[src/rtl/vm_pkg.sv]
// Shared vending-machine definitions: coin value table, channel indices and
// the coin event FSM state type.
package vm_pkg;

  localparam int VM_VAL_W     = 4;
  localparam int VM_NUM_COINS = 4;

  // Slice i holds the value of channel i.
  localparam logic [VM_NUM_COINS*VM_VAL_W-1:0] VM_COIN_VALS = {4'd10, 4'd5, 4'd2, 4'd1};

  localparam int COIN_1  = 0;
  localparam int COIN_2  = 1;
  localparam int COIN_5  = 2;
  localparam int COIN_10 = 3;

  typedef enum logic {
    IDLE,
    HOLD
  } fsm_state_t;

endpackage

[src/rtl/prio_pick.sv]
// Combinational highest-set-bit finder: returns the index of the highest
// asserted request and a flag saying whether any request is asserted.
module prio_pick #(
  parameter int N     = 4,
  parameter int IDX_W = $clog2(N)
) (
  input  logic [N-1:0]     req,
  output logic [IDX_W-1:0] idx,
  output logic             any
);

  // NOTE: idx gets a default before the loop, so no latch is inferred when req is zero.
  always_comb begin
    idx = '0;
    for (int i = 0; i < N; i++) begin
      if (req[i]) idx = IDX_W'(i);
    end
  end

  assign any = |req;

endmodule

[src/rtl/coin_value_encoder.sv]
// Registered coin priority encoder: edge-detects coin sensor lines, queues one
// pending event per channel and hands them out highest channel first.
module coin_value_encoder
  import vm_pkg::*;
#(
  parameter int                           NUM_COINS = VM_NUM_COINS,
  parameter int                           VAL_W     = VM_VAL_W,
  parameter logic [NUM_COINS*VAL_W-1:0]   COIN_VALS = VM_COIN_VALS,
  parameter int                           IDX_W     = $clog2(NUM_COINS)
) (
  input  logic                 clk,
  input  logic                 rst_n,
  input  logic [NUM_COINS-1:0] coin_in,
  input  logic                 enable,
  output logic                 coin_valid,
  input  logic                 coin_ready,
  output logic [IDX_W-1:0]     coin_idx,
  output logic [VAL_W-1:0]     coin_value,
  output logic [NUM_COINS-1:0] pending,
  output logic                 overrun,
  input  logic                 clr_overrun
);

  fsm_state_t           state;
  logic [NUM_COINS-1:0] prev;
  logic [NUM_COINS-1:0] new_set;
  logic [NUM_COINS-1:0] clear_mask;
  logic [NUM_COINS-1:0] dup;
  logic [IDX_W-1:0]     pick_idx;
  logic                 pick_any;
  logic [VAL_W-1:0]     pick_value;
  logic                 load;

  prio_pick #(.N(NUM_COINS), .IDX_W(IDX_W)) u_pick (
    .req (pending),
    .idx (pick_idx),
    .any (pick_any)
  );

  always_comb begin
    pick_value = '0;
    for (int i = 0; i < NUM_COINS; i++) begin
      if (pick_idx == IDX_W'(i)) pick_value = COIN_VALS[i*VAL_W +: VAL_W];
    end
  end

  // A new event is taken whenever the output slot is empty or being consumed.
  assign load       = pick_any && ((state == IDLE) || (coin_valid && coin_ready));
  assign clear_mask = load ? (NUM_COINS'(1) << pick_idx) : '0;
  assign new_set    = enable ? (coin_in & ~prev) : '0;
  // An edge on the channel being handed out this cycle simply re-arms it.
  assign dup        = new_set & pending & ~clear_mask;

  // NOTE: sequential state uses non-blocking assignments so every register
  // samples the pre-edge values of the others.
  always_ff @(posedge clk or negedge rst_n) begin
    if (!rst_n) begin
      prev    <= '0;
      pending <= '0;
      overrun <= 1'b0;
    end else begin
      prev    <= coin_in;
      pending <= (pending & ~clear_mask) | new_set;
      if (clr_overrun)  overrun <= 1'b0;
      else if (|dup)    overrun <= 1'b1;
    end
  end

  always_ff @(posedge clk or negedge rst_n) begin
    if (!rst_n) begin
      state      <= IDLE;
      coin_valid <= 1'b0;
      coin_idx   <= '0;
      coin_value <= '0;
    end else if (load) begin
      state      <= HOLD;
      coin_valid <= 1'b1;
      coin_idx   <= pick_idx;
      coin_value <= pick_value;
    end else if (state == HOLD && coin_ready) begin
      state      <= IDLE;
      coin_valid <= 1'b0;
    end
  end

endmodule

[config.mk]
export PLATFORM = sky130hd
export DESIGN_NAME = coin_value_encoder
export DESIGN_NICKNAME = d
export VERILOG_FILES = /design/src/rtl/vm_pkg.sv /design/src/rtl/prio_pick.sv /design/src/rtl/coin_value_encoder.sv
export SDC_FILE = /design/constraint.sdc
export NUM_CORES = 1
export LEC_CHECK = 0
export ABC_CLOCK_PERIOD_IN_PS = 3300
export CELL_PAD_IN_SITES_DETAIL_PLACEMENT = 1
export CELL_PAD_IN_SITES_GLOBAL_PLACEMENT = 1
export CORE_MARGIN = 2
export CORE_UTILIZATION = 38
export CTS_BUF_LIST = sky130_fd_sc_hd__clkbuf_8
export DETAILED_ROUTE_END_ITERATION = 12
export PLACE_DENSITY = 0.92
export SYNTH_ARGS = -nofsm -noshare
export SYNTH_HDL_FRONTEND = slang
export SYNTH_HIERARCHICAL = 1
export SYNTH_SLANG_ARGS = --single-unit
[constraint.sdc]
create_clock -name clk -period 3.3 [get_ports clk]
set_input_delay 0.66 -clock clk [delete_from_list [all_inputs] [get_ports clk]]
set_output_delay 0.66 -clock clk [all_outputs]
set_load 0.02 [all_outputs]
==> metrics.txt, run 1 <==
fin crit share 0.597; Req. time, crit path 2.64 ns; Global Route Usage Sum 0.191; final net count 89; full die area 0.00203 mm^2; GP Congestion 0.758; initial DRC count 2; Mapped Avg Cell Area approximately 12 um^2; register area between 400 and 500 um^2; hold_sp prev[0]; outcome finished clean; VDD IR max about 0.00053 V; clock sinks 16; clock tree buffer depth 2; crit-path max FO 5; grt total ovfl 0; CP Data Arrival Time around 1.3 ns; Die H 45.1 um; Fin. Hold Viols 0; setup TNS 0 ns; reg-to-reg slack, setup 1.44 ns; critical path class flop to output port; CP bufs+invs 1; CP max stage delay 0.63 ns; Clock transition at path regs 0.06 ns; Pre-Repair DR Iteration Count 4; post-synth cell types 24; Leakage 0.397 nW; post-synthesis sequential area ratio 0.625; Slew headroom 0.534; hold bufs inserted after CTS 0; number of global-route vias before repair ~560; hpwl dp 1.13 mm; Core Util, Final 0.594; CP Capture Point pending[2]; initial antenna violation count 0; worst-case clock skew 0.00223 ns; die width 45.1 um; Ports 21; commonest non-fill, non-tap cell in the layout clkdlybuf4s50_1; routed wl met3 81 um; Slew @ Worst Pin 0.697 ns; Yosys warning total 6; Crit. Startpoint pending[2]; Mapped Cells 55; Slew Limit Fails 0; PostCTS Resize Cnt 0; total CTS buffers 3; met2 WL 768 um; routed metal-1 wirelength just over 600 um; DR WL/cell around 15 um; first-pass GRT wire length 2.70 mm; Final ANT Viol Nets 0; port bufs 20; r2r endpoint coin_idx[1]; # DRC 0; max_cap viols 0; final setup vio count 0; highest routed layer met4; proportion of layout cells with a drive suffix above 1 0.101; fin crit period 1.97 ns; H-tree depth 1; Syn Nets 64; reg2reg path depth 4; commonest non-fill, non-tap cells in the layout clkdlybuf4s50_1 (20), dfrtp_1 (16), nand2_1 (11); Levels on crit path 1; CP Capture Type output port; Cell Pwr Density slightly above 900 mW/mm^2; HP Class flop to flop; total power 0.000851 W; vias per cell 5.36; synthesized area between 600 and 700 um^2; post-route insts no fill between 90 and 100; WL final 1.47 mm; Design Area, Final 916 um^2; Worst path slowest cell clkdlybuf4s50_1; clk_lat worst skew 0.25 ns; largest net degree at the start of global routing 17; Seq cells post-synth 16; antenna cells 0; r2r startpoint pending[3]; FP Rows 14; fillers 170; area of the multi-input gates 233 um^2; DP Cell Count 91; Starting Density 0.416; CTS tree done; kind of cell adding the most delay to the critical path buffers and inverters; RSZ-0062 raised after global routing no; Layout area overhead 43.0%; CORE AREA 0.00154 mm^2; element type at the critical path start flop; placement-stage cell area approximately 860 um^2; setup repair bufs after CTS 0; Clock Tree Root clkbuf_8; CP cell instances clkdlybuf4s50_1; vias post-DR between 500 and 600; Max Fclk 0.507 GHz
-- state kept, by name (all words and copies together) (netlist names) --
register,count
prev,4
coin_valid,1
coin_value,4
pending,4
coin_idx,2
overrun,1
-- report_power, final --
group / internal, W / switching [W] / total, W / leakage (nW)
sequential: 0.000262 / 0.0000571 / 0.000319 / 0.187
combinational: 0.000167 / 0.000195 / 0.000362 / 0.182
clock: 0.000106 / 0.0000637 / 0.000169 / 0.0288
total: 0.000535 / 0.000316 / 0.000851 / 0.397
-- logic make-up after synthesis --
group                  synth area share
DFF                               0.625
AOI/OAI and AO/OA                 0.143
and+or+nand+nor                   0.203
muxes                            0.0176
buffers and inverters            0.0117
-- per-stage QoR --
step / setup WS [ns] / hold slack (ns)
floorplan: 1.50 / 0.364
global placement: 1.42 / 0.443
detailed placement: 1.36 / 0.462
CTS: 1.31 / 0.472
global route: 1.27 / 0.513
finish: 1.33 / 0.474
-- metal layers --
metal | vias up | global-route usage
met5 | - | 0
met4 | 0 | 0.0353
met3 | 3 | 0.0720
met2 | 12 | 0.309
met1 | 248 | 0.248
li1 | 246 | -
-- synthesized netlist by cell type, drive strengths merged --
| library cell | n | share of area |
|---|---|---|
| dfrtp | 16 | 0.62 |
| nand2 | 12 | 0.074 |
| o21ai | 4 | 0.031 |
| inv | 2 | 0.012 |
| nand4 | 2 | 0.020 |
| nor2 | 2 | 0.012 |
| a21o | 1 | 0.012 |
| a21oi | 1 | 0.0078 |
| a22o | 1 | 0.014 |
| a32o | 1 | 0.016 |
| a41oi | 1 | 0.014 |
| and4 | 1 | 0.014 |
| mux2 | 1 | 0.018 |
| nand2b | 1 | 0.021 |
| nand3 | 1 | 0.0078 |
| nand4b | 1 | 0.014 |
| nor2b | 1 | 0.0098 |
| o211ai | 1 | 0.012 |
| o311ai | 1 | 0.025 |
| o31ai | 1 | 0.012 |
| or2 | 1 | 0.0098 |
| or2b | 1 | 0.012 |
| or3 | 1 | 0.0098 |
-- how the worst min path moves through the flow --
stage | cells past startpoint | end | slack [ns]
floorplan | 0 | coin_idx[0] | 0.36
global placement | 1 | pending[1] | 0.44
detailed placement | 1 | pending[0] | 0.46
CTS | 1 | pending[0] | 0.47
global route | 2 | coin_value[0] | 0.51
finish | 1 | pending[0] | 0.47
-- layout make-up --
| class | count | area share |
|---|---|---|
| multi-input cells | 37 | 0.254 |
| clock buffers | 4 | 0.0601 |
| repair buffers | 20 | 0.219 |
| well taps | 16 | 0.0219 |
| inverters | 2 | 0.00820 |
| flip-flops and latches | 16 | 0.437 |
No activity file was read; power rests on OpenSTA's default activity.
==> inputs of run 2 (changes only) <==
- ABC_CLOCK_PERIOD_IN_PS: 3300 -> 1600
- CORE_UTILIZATION: 38 -> 32
- PLACE_DENSITY: 0.92 -> 0.83
- clock period: 3.3 -> 1.6 ns (I/O delays scaled with it)
==> run 2 against run 1 <==
The run now ends with setup timing left. Total power grew 130%. Critical path depth grew 4. Register-to-register slack lost 1.5 ns. Global-route usage shrank 3.0 points. Sequential power grew 100%. Clock power grew 110%. Wire length grew 16%. Sequential cell count is the same. Worst hold slack lost 0.082 ns. Largest cell class unchanged.
==> metrics.txt, run 2 (synthesized netlist as in run 1, its figures left out) <==
outcome finished with violations; violated checks setup timing; vias per cell 4.91 (-8.3%); clk_lat worst skew 0.25 ns (about the same); final net count 98 (+10%); setup TNS -0.100 ns (-0.100 ns); grt total ovfl 0 (unchanged); WHS 0.391 ns (-0.0822 ns); max_cap viols 0 (unchanged); Starting Density 0.333 (-0.0823); Clock Tree Root clkbuf_8; Crit. Startpoint pending[2]; clock sinks 16 (unchanged); kind of cell adding the most delay to the critical path simple AND/OR/NAND/NOR gates; Worst path slowest cell dfrtp_2; Slew headroom 0.832 (+0.298); number of global-route vias before repair 592 (+5.2%); port bufs 20 (unchanged); initial antenna violation count 0 (unchanged); Cell Pwr Density 1880 mW/mm^2 (+100%); CP cell instances or2_4 -> or3_4 -> nand4_1 -> nand4_1 -> a41oi_2; WL final 1.71 mm (+16%); Leakage 0.451 nW (+14%); CP Capture Type flop; Final ANT Viol Nets 0 (unchanged); r2r startpoint pending[2]; Global Route Usage Sum 0.162 (-0.0298); H-tree depth 1 (unchanged); Final Worst Setup Slack -0.0850 ns (-1.41 ns); reg2reg path depth 5 (+1); critical path class flop to flop; CP max stage delay 0.41 ns (-0.22 ns); Pre-Repair DR Iteration Count 5 (+1); DR WL/cell 14.9 um (-3.9%); Layout area overhead 59.4%; CP Capture Point overrun; commonest non-fill, non-tap cells in the layout clkdlybuf4s50_1 (15), dfrtp_1 (14), nand2_1 (11); Fin. Hold Viols 0 (unchanged); worst-case clock skew 0.00629 ns (+0.00406 ns); Place WS -0.0300 ns (-1.39 ns); CTS tree done; crit-path max FO 5 (unchanged); antenna cells 0 (unchanged); Core Util, Final 0.531 (-0.0629); initial DRC count 3 (+1); commonest non-fill, non-tap cell in the layout clkdlybuf4s50_1; largest net degree at the start of global routing 17 (unchanged); full die area 0.00238 mm^2 (+17%); Slew @ Worst Pin 0.252 ns (-0.445 ns); r2r endpoint overrun; RSZ-0062 raised after global routing yes; Ports 21 (unchanged); CORE AREA 0.00192 mm^2 (+25%); Clock transition at path regs 0.07 ns (about the same); proportion of layout cells with a drive suffix above 1 0.250 (+0.149); first-pass GRT wire length 2.90 mm (+7.4%); reg-to-reg slack, setup -0.08 ns (-1.52 ns); fin crit period 1.68 ns; hpwl dp 1.20 mm (+6.0%); top flop regs coin_value (4), pending (4), prev (4); VDD IR max 0.000777 V (+46%); HP Class input port to asynchronous set/reset pin; FP Rows 16 (+2); Die H 48.7 um (+8.2%); total CTS buffers 3 (unchanged); fin crit share 1.05; CP bufs+invs 0 (-1); # DRC 0 (unchanged); GP Congestion 0.739 (-2.5%); CP dominant cell by count nand4_1; hold bufs inserted after CTS 0 (unchanged); Req. time, crit path 1.77 ns (-0.87 ns); clock tree buffer depth 2 (unchanged); total power 0.00192 W (+130%); Slew Limit Fails 0 (unchanged); Max Fclk 0.593 GHz; vias post-DR 565 (+11%); Levels on crit path 5 (+4); final setup vio count 2 (+2); element type at the critical path start flop; CP Data Arrival Time 1.85 ns (+0.54 ns); die width 48.7 um (+8.2%)
-- run 2: how the worst min path moves through the flow --
stage	slack, ns	endpoint
2_1_floorplan	0.02	coin_idx[0]
5_1_grt	0.41	overrun
3_5_place_dp	0.46	pending[0]
4_1_cts	0.40	overrun
3_3_place_gp	0.44	pending[0]
6_report	0.39	overrun
-- run 2: where the power goes --
| part | total (W) | switching [W] | internal (W) |
|---|---|---|---|
| clock | 0.000355 | 0.000137 | 0.000218 |
| sequential | 0.000640 | 0.0000950 | 0.000545 |
| combinational | 0.000927 | 0.000477 | 0.000449 |
| total | 0.00192 | 0.000709 | 0.00121 |
-- run 2: area by class of cell --
| class | instances | area, um^2 |
|---|---|---|
| fillers | 231 | 901 |
| well taps | 27 | 33.8 |
| multi-input cells | 37 | 256 |
| inverters | 2 | 7.51 |
| repair buffers | 29 | 265 |
| flip-flops and latches | 16 | 403 |
| clock buffers | 4 | 55.1 |
-- run 2: metal layers --
layer | wire (um) | GRT usage | vias up
met5 | 0 | 0 | -
met4 | 27 | 0.0714 | 0
met2 | 845 | 0.274 | 24
met1 | 744 | 0.193 | 273
li1 | - | - | 264
met3 | 94 | 0.0401 | 4
-- run 2: stage by stage --
step	instance area [um^2]	instances
floorplan	656	55
global placement	942	109
detailed placement	942	109
CTS	1000	113
global route	1020	115
finish	1020	115
-- run 2: repair_timing --
action | in CTS | in global routing
resized for setup | 5 | 2
gates cloned | 0 | 0
setup buffers | 0 | 2
pin swaps | 2 | 2
setup endpoints to repair | 6 | 3
